--- src/rtl/seg7_pkg.sv ---
// Shared types and constants for the seven-segment display controllers.
package seg7_pkg;

    localparam int NUM_DIGITS = 4;

    typedef logic [3:0] digit_t;
    typedef logic [6:0] seg_t;

    localparam seg_t                  SEG_OFF = 7'h7F;
    localparam logic [NUM_DIGITS-1:0] AN_OFF  = 4'hF;

    typedef struct packed {
        logic [NUM_DIGITS*4-1:0] value;
        logic [NUM_DIGITS-1:0]   dp;
        logic [NUM_DIGITS-1:0]   blank;
    } display_word_t;

    // A freshly reset display is fully dark until the first commit.
    localparam display_word_t DISPLAY_RESET = '{value: 16'h0000, dp: 4'h0, blank: 4'hF};

endpackage

--- src/rtl/seg7_hex.sv ---
// Combinational hex digit to active-low segment encoder, bit order {g,f,e,d,c,b,a}.
module seg7_hex
    import seg7_pkg::*;
(
    input  logic [3:0] digit,
    output logic [6:0] seg
);

    // Lookup of the active-low pattern for each hex value.
    always_comb begin
        seg = SEG_OFF;
        case (digit)
            4'h0:    seg = 7'h40;
            4'h1:    seg = 7'h79;
            4'h2:    seg = 7'h24;
            4'h3:    seg = 7'h30;
            4'h4:    seg = 7'h19;
            4'h5:    seg = 7'h12;
            4'h6:    seg = 7'h02;
            4'h7:    seg = 7'h78;
            4'h8:    seg = 7'h00;
            4'h9:    seg = 7'h10;
            4'hA:    seg = 7'h08;
            4'hB:    seg = 7'h03;
            4'hC:    seg = 7'h46;
            4'hD:    seg = 7'h21;
            4'hE:    seg = 7'h06;
            4'hF:    seg = 7'h0E;
            default: seg = SEG_OFF;
        endcase
    end

endmodule

--- src/rtl/digit_scan_ctrl.sv ---
// Four-digit common-anode scan controller with frame-synchronous shadow commit
// and a per-slot anti-ghosting guard interval.
module digit_scan_ctrl
    import seg7_pkg::*;
#(
    parameter int PRESCALE = 100000,
    parameter int GUARD    = 4,
    parameter int CNT_W    = 17
) (
    input  logic        clk,
    input  logic        rst_n,
    input  logic        en,
    input  logic        load,
    input  logic [15:0] value,
    input  logic [3:0]  dp_in,
    input  logic [3:0]  blank,
    output logic [1:0]  sel,
    output logic [3:0]  an_n,
    output logic [6:0]  seg_n,
    output logic        dp_n,
    output logic        ack,
    output logic        frame_done
);

    localparam logic [CNT_W-1:0] LAST_C  = CNT_W'(PRESCALE - 1);
    localparam logic [CNT_W-1:0] GUARD_C = CNT_W'(GUARD);

    logic [CNT_W-1:0] cnt_r;
    logic [1:0]       sel_r;
    logic             pending_r;
    display_word_t    shadow_r;
    display_word_t    disp_r;
    logic [3:0]       an_n_r;
    logic [6:0]       seg_n_r;
    logic             dp_n_r;
    logic             ack_r;
    logic             frame_done_r;

    logic             slot_end_s;
    logic             frame_end_s;
    logic             show_s;
    logic [3:0]       digit_s;
    logic [6:0]       seg_s;
    logic [3:0]       an_nxt_s;
    logic [6:0]       seg_nxt_s;
    logic             dp_nxt_s;

    assign slot_end_s  = en && (cnt_r == LAST_C);
    assign frame_end_s = slot_end_s && (sel_r == 2'd3);
    assign digit_s     = disp_r.value[{sel_r, 2'b00} +: 4];

    seg7_hex u_hex (
        .digit (digit_s),
        .seg   (seg_s)
    );

    // Slot prescaler and digit index; both freeze while scanning is disabled.
    always_ff @(posedge clk or negedge rst_n) begin
        if (!rst_n) begin
            cnt_r <= '0;
            sel_r <= 2'd0;
        end else if (slot_end_s) begin
            cnt_r <= '0;
            sel_r <= sel_r + 2'd1;
        end else if (en) begin
            cnt_r <= cnt_r + CNT_W'(1);
            sel_r <= sel_r;
        end else begin
            cnt_r <= cnt_r;
            sel_r <= sel_r;
        end
    end

    // Shadow capture and frame-boundary commit; the commit reads the old
    // shadow so a load landing on the boundary waits for the next frame.
    always_ff @(posedge clk or negedge rst_n) begin
        if (!rst_n) begin
            shadow_r     <= DISPLAY_RESET;
            disp_r       <= DISPLAY_RESET;
            pending_r    <= 1'b0;
            ack_r        <= 1'b0;
            frame_done_r <= 1'b0;
        end else begin
            frame_done_r <= frame_end_s;
            ack_r        <= frame_end_s && pending_r;
            if (frame_end_s && pending_r) begin
                disp_r <= shadow_r;
            end else begin
                disp_r <= disp_r;
            end
            if (load) begin
                shadow_r  <= '{value: value, dp: dp_in, blank: blank};
                pending_r <= 1'b1;
            end else if (frame_end_s) begin
                shadow_r  <= shadow_r;
                pending_r <= 1'b0;
            end else begin
                shadow_r  <= shadow_r;
                pending_r <= pending_r;
            end
        end
    end

    // Next display drive: dark during the guard interval, when disabled, or when blanked.
    always_comb begin
        show_s    = en && (cnt_r >= GUARD_C) && !disp_r.blank[sel_r];
        an_nxt_s  = AN_OFF;
        seg_nxt_s = SEG_OFF;
        dp_nxt_s  = 1'b1;
        if (show_s) begin
            an_nxt_s  = ~(4'b0001 << sel_r);
            seg_nxt_s = seg_s;
            dp_nxt_s  = ~disp_r.dp[sel_r];
        end else begin
            an_nxt_s  = AN_OFF;
            seg_nxt_s = SEG_OFF;
            dp_nxt_s  = 1'b1;
        end
    end

    // Registered display outputs.
    always_ff @(posedge clk or negedge rst_n) begin
        if (!rst_n) begin
            an_n_r  <= AN_OFF;
            seg_n_r <= SEG_OFF;
            dp_n_r  <= 1'b1;
        end else begin
            an_n_r  <= an_nxt_s;
            seg_n_r <= seg_nxt_s;
            dp_n_r  <= dp_nxt_s;
        end
    end

    assign sel        = sel_r;
    assign an_n       = an_n_r;
    assign seg_n      = seg_n_r;
    assign dp_n       = dp_n_r;
    assign ack        = ack_r;
    assign frame_done = frame_done_r;

endmodule

--- config.mk ---
export PLATFORM = sky130hd
export DESIGN_NAME = digit_scan_ctrl
export DESIGN_NICKNAME = d
export VERILOG_FILES = /design/src/rtl/seg7_pkg.sv /design/src/rtl/seg7_hex.sv /design/src/rtl/digit_scan_ctrl.sv
export SDC_FILE = /design/constraint.sdc
export NUM_CORES = 1
export LEC_CHECK = 0
export CORE_MARGIN = 5
export CORE_UTILIZATION = 45
export CTS_BUF_LIST = sky130_fd_sc_hd__clkbuf_16
export DETAILED_ROUTE_END_ITERATION = 10
export GPL_TIMING_DRIVEN = 0
export HOLD_SLACK_MARGIN = 0.12
export PLACE_DENSITY = 0.68
export SLEW_MARGIN = 20
export SYNTH_ARGS = -nofsm -noshare
export SYNTH_HDL_FRONTEND = slang
export SYNTH_SLANG_ARGS = --single-unit
--- constraint.sdc ---
create_clock -name clk -period 2.6 [get_ports clk]
set_input_delay 0.52 -clock clk [delete_from_list [all_inputs] [get_ports clk]]
set_output_delay 0.52 -clock clk [all_outputs]
set_load 0.005 [all_outputs]
==> summary.txt <==
CTS sink cnt = 82
Via count = 2,304
Layout area overhead = 23.4%
Min-Delay Startpoint = en
DRC Markers = 0
Synth Area in Adders = 4.00%
DRT antenna net count = 0
Yosys warning total = 0
Minimum hold slack = 0.456 ns
Share of the synthesized area in the top cell type = 41.3%
Share of layout cells above drive strength 1 = 29.9%
TritonCTS Buffers = 9
Startpoint type of the worst setup path = flop
FF-to-FF End = disp_r[13]$_DFFE_PN0P_
CP Capture Type = flop
Post-synth ARST share = 100%
Number of global-route vias before repair = 2,318
Compound-gate portion of the synthesized area = 3.66%
Clock Pin Slew Worst Setup and Hold Paths = 0.06 ns
Total wire length = 6580 µm
Avg Cell Area, Syn = 13.5 µm²
Power Total = 0.00312 W
Final Cell Area = 4640 µm²
Hold Crit Class = in2reg
Clock Skew = 0.00480 ns
Die H = 101 µm
First-pass GRT wire length = 11,300 µm
Simple-gate area share of the yosys netlist = 9.76%
CTS root buffer = clkbuf_16
PortBufs = 41
DR pass1 iterations = 4
Crit-path max FO = 10
GRT Util Overall = 14.1%
Cell taking the most area after synthesis = dfrtp_1
Syn Std Cell Area = 3760 µm²
Initial Util = 45.9%
Crit path DAT = 2.47 ns
Detailed-route wire length per cell = 14.9 µm
Post-synth net total = 319
Clock Latency Late Sink = 0.33 ns
Fin crit period = 2.25 ns
Path depth of the worst reg2reg path = 5
Mux cell area share after synthesis = 20.5%
Setup Buffers After CTS = 0
Largest net degree at the start of global routing = 55
Status = completed
Pleak = 2.04 nW
Clock tree buffer depth = 2
Initial antenna violation count = 0
Placed instance area = 4320 µm²
Peak supply drop = 338 µV
Diodes inserted = 0
Crit path kind = reg2reg
Top post-synthesis cells by area = dfrtp_1, dfstp_2, mux2_2
Synth Area in XOR/XNOR = 3.96%
Ports = 44
Seq cells post-synth = 82
Cell Pwr Density = 674 nW/µm²
Flop-to-flop setup slack = 0.35 ns
WP data required = 2.82 ns
Slew @ Worst Pin = 0.634 ns
Final period util = 86.7%
Post-synth EDFFs = 0
Vias per cell = 5.20
Max Clk Rate = 444 MHz
Worst hold path endpoint = cnt_r[0]$_DFFE_PN0P_
Row cnt = 33
Slew Viols, Final = 0
Max-cap viol count = 0
Unique masters post-synth = 42
Die Wd = 101 µm
Sequential fraction of the synthesis area = 55.3%
TritonCTS clock tree = done
H-tree levels = 3
Dpl hpwl = 4700 µm
Nets = 373
Placer congestion estimate = 0.854
Die area = 10,300 µm²
Reg2Reg Launch Point = cnt_r[5]$_DFFE_PN0P_
Core area = 8180 µm²
Main synth FF type = dfrtp_1
Initial drt markers = 67
Max_slew headroom = 57.5%
RSZ-0062 raised after global routing = no
Largest family of logic cells by synthesized area = multiplexers
Syn Inst Count = 279
Setup-failing EPs final = 0
Post-cts resize count = 0
GR Overflow Total = 0
Hold path depth = 2
Hold Vio Cnt, Final = 0
==> cell usage after synthesis, types with 3 or more instances <==
cell type  count
o31ai_1        3
mux2_1         6
and2_1         3
nand2_1       15
nor4_1         5
dfrtp_1       62
nor2_1         9
xnor2_1        7
o221ai_1       3
nand4_1        7
nor3_1         3
clkbuf_1       5
mux2_2        44
buf_2          4
dfstp_2       20
ha_1          12
and3_1         4
inv_1          9
mux2i_1        7
xor2_1        10
o21ai_0        3
mux4_2         6
nand3_1        8
==> per-stage QoR <==
step	TNS (ns)	setup slack (ns)	utilization, %	cells
2_1_floorplan	0	0.483	-	279
3_3_place_gp	-126.36	-1.77	52.6	425
3_5_place_dp	0	0.260	52.9	426
4_1_cts	0	0.336	56.7	443
5_1_grt	0	0.249	56.7	443
6_report	0	0.347	56.7	443
==> where the power goes <==
part           total (W)  switching, W  internal [W]
combinational   0.000358      0.000161      0.000196
clock            0.00127      0.000518      0.000751
sequential       0.00150     0.0000845       0.00141
total            0.00312      0.000763       0.00236
==> repair_timing <==
| item | 4_1_cts | 5_1_grt |
|---|---|---|
| endpoints found under the hold margin | 1 | 0 |
| hold buffers | 1 | 0 |
| setup endpoints to repair | 0 | 0 |
==> cell families after synthesis <==
kind of cell    count (synthesis)
flops                          82
simple gates                   64
mux                            63
buf+inv                        22
compound gates                 19
xor+xnor                       17
fa+ha+maj                      12
==> how the worst max path moves through the flow <==
stage                                     start                       end  slack, ns
after detailed placement                     en     disp_r[9]$_DFFE_PN0P_       0.26
final                      cnt_r[5]$_DFFE_PN0P_    disp_r[13]$_DFFE_PN0P_       0.35
after floorplan                              en    disp_r[10]$_DFFE_PN0P_       0.48
after CTS                  cnt_r[5]$_DFFE_PN0P_    disp_r[13]$_DFFE_PN0P_       0.34
after global placement                    rst_n  shadow_r[15]$_DFFE_PN0P_      -1.77
after global routing      cnt_r[12]$_DFFE_PN0P_     disp_r[6]$_DFFE_PN0P_       0.25
==> routing by layer <==
metal	GRT usage (%)	part of all wire (%)	up-vias
li1	-	-	1107
met1	20.2	49	1130
met2	20.1	45	56
met3	4.48	4.6	11
met4	4.91	1.1	0
met5	0	0	-
==> final cells by class <==
type / instances / area, µm²
buffer: 13 / 73.8
timing repair buffer: 43 / 445
clock buffer: 9 / 225
clock inverter: 7 / 77.6
fill: 686 / 3540
inverter: 9 / 33.8
tap: 105 / 131
multi-input combinational: 175 / 1570
sequential: 82 / 2080
==> layout by cell type, fill, tap and decap left out, types with 8 or more instances in the layout <==
| cell type | Yosys | routed |
|---|---|---|
| dfrtp_1 | 62 | 62 |
| mux2_2 | 44 | 44 |
| clkdlybuf4s50_1 | 0 | 40 |
| dfstp_2 | 20 | 20 |
| nand2_1 | 15 | 15 |
| ha_1 | 12 | 12 |
| xor2_1 | 10 | 10 |
| inv_1 | 9 | 9 |
| nor2_1 | 9 | 9 |
| clkbuf_16 | 0 | 9 |
| nand3_1 | 8 | 8 |
==> sequential cells by signal, indices dropped and copies added (netlist names) <==
signal      flops
seg_n           7
ack             1
shadow_r       24
cnt_r          17
pending_r       1
disp_r         24
frame_done      1
sel             2
dp_n            1
an_n            4
==> worst max-delay path: stages (launching register included) <==
cell     delay, ns
dfrtp_1       0.43
nor3_1        0.36
nand2_2       0.20
nor4_4        0.56
buf_6         0.23
mux2_2        0.35
Power figures use the tool's default switching activity.
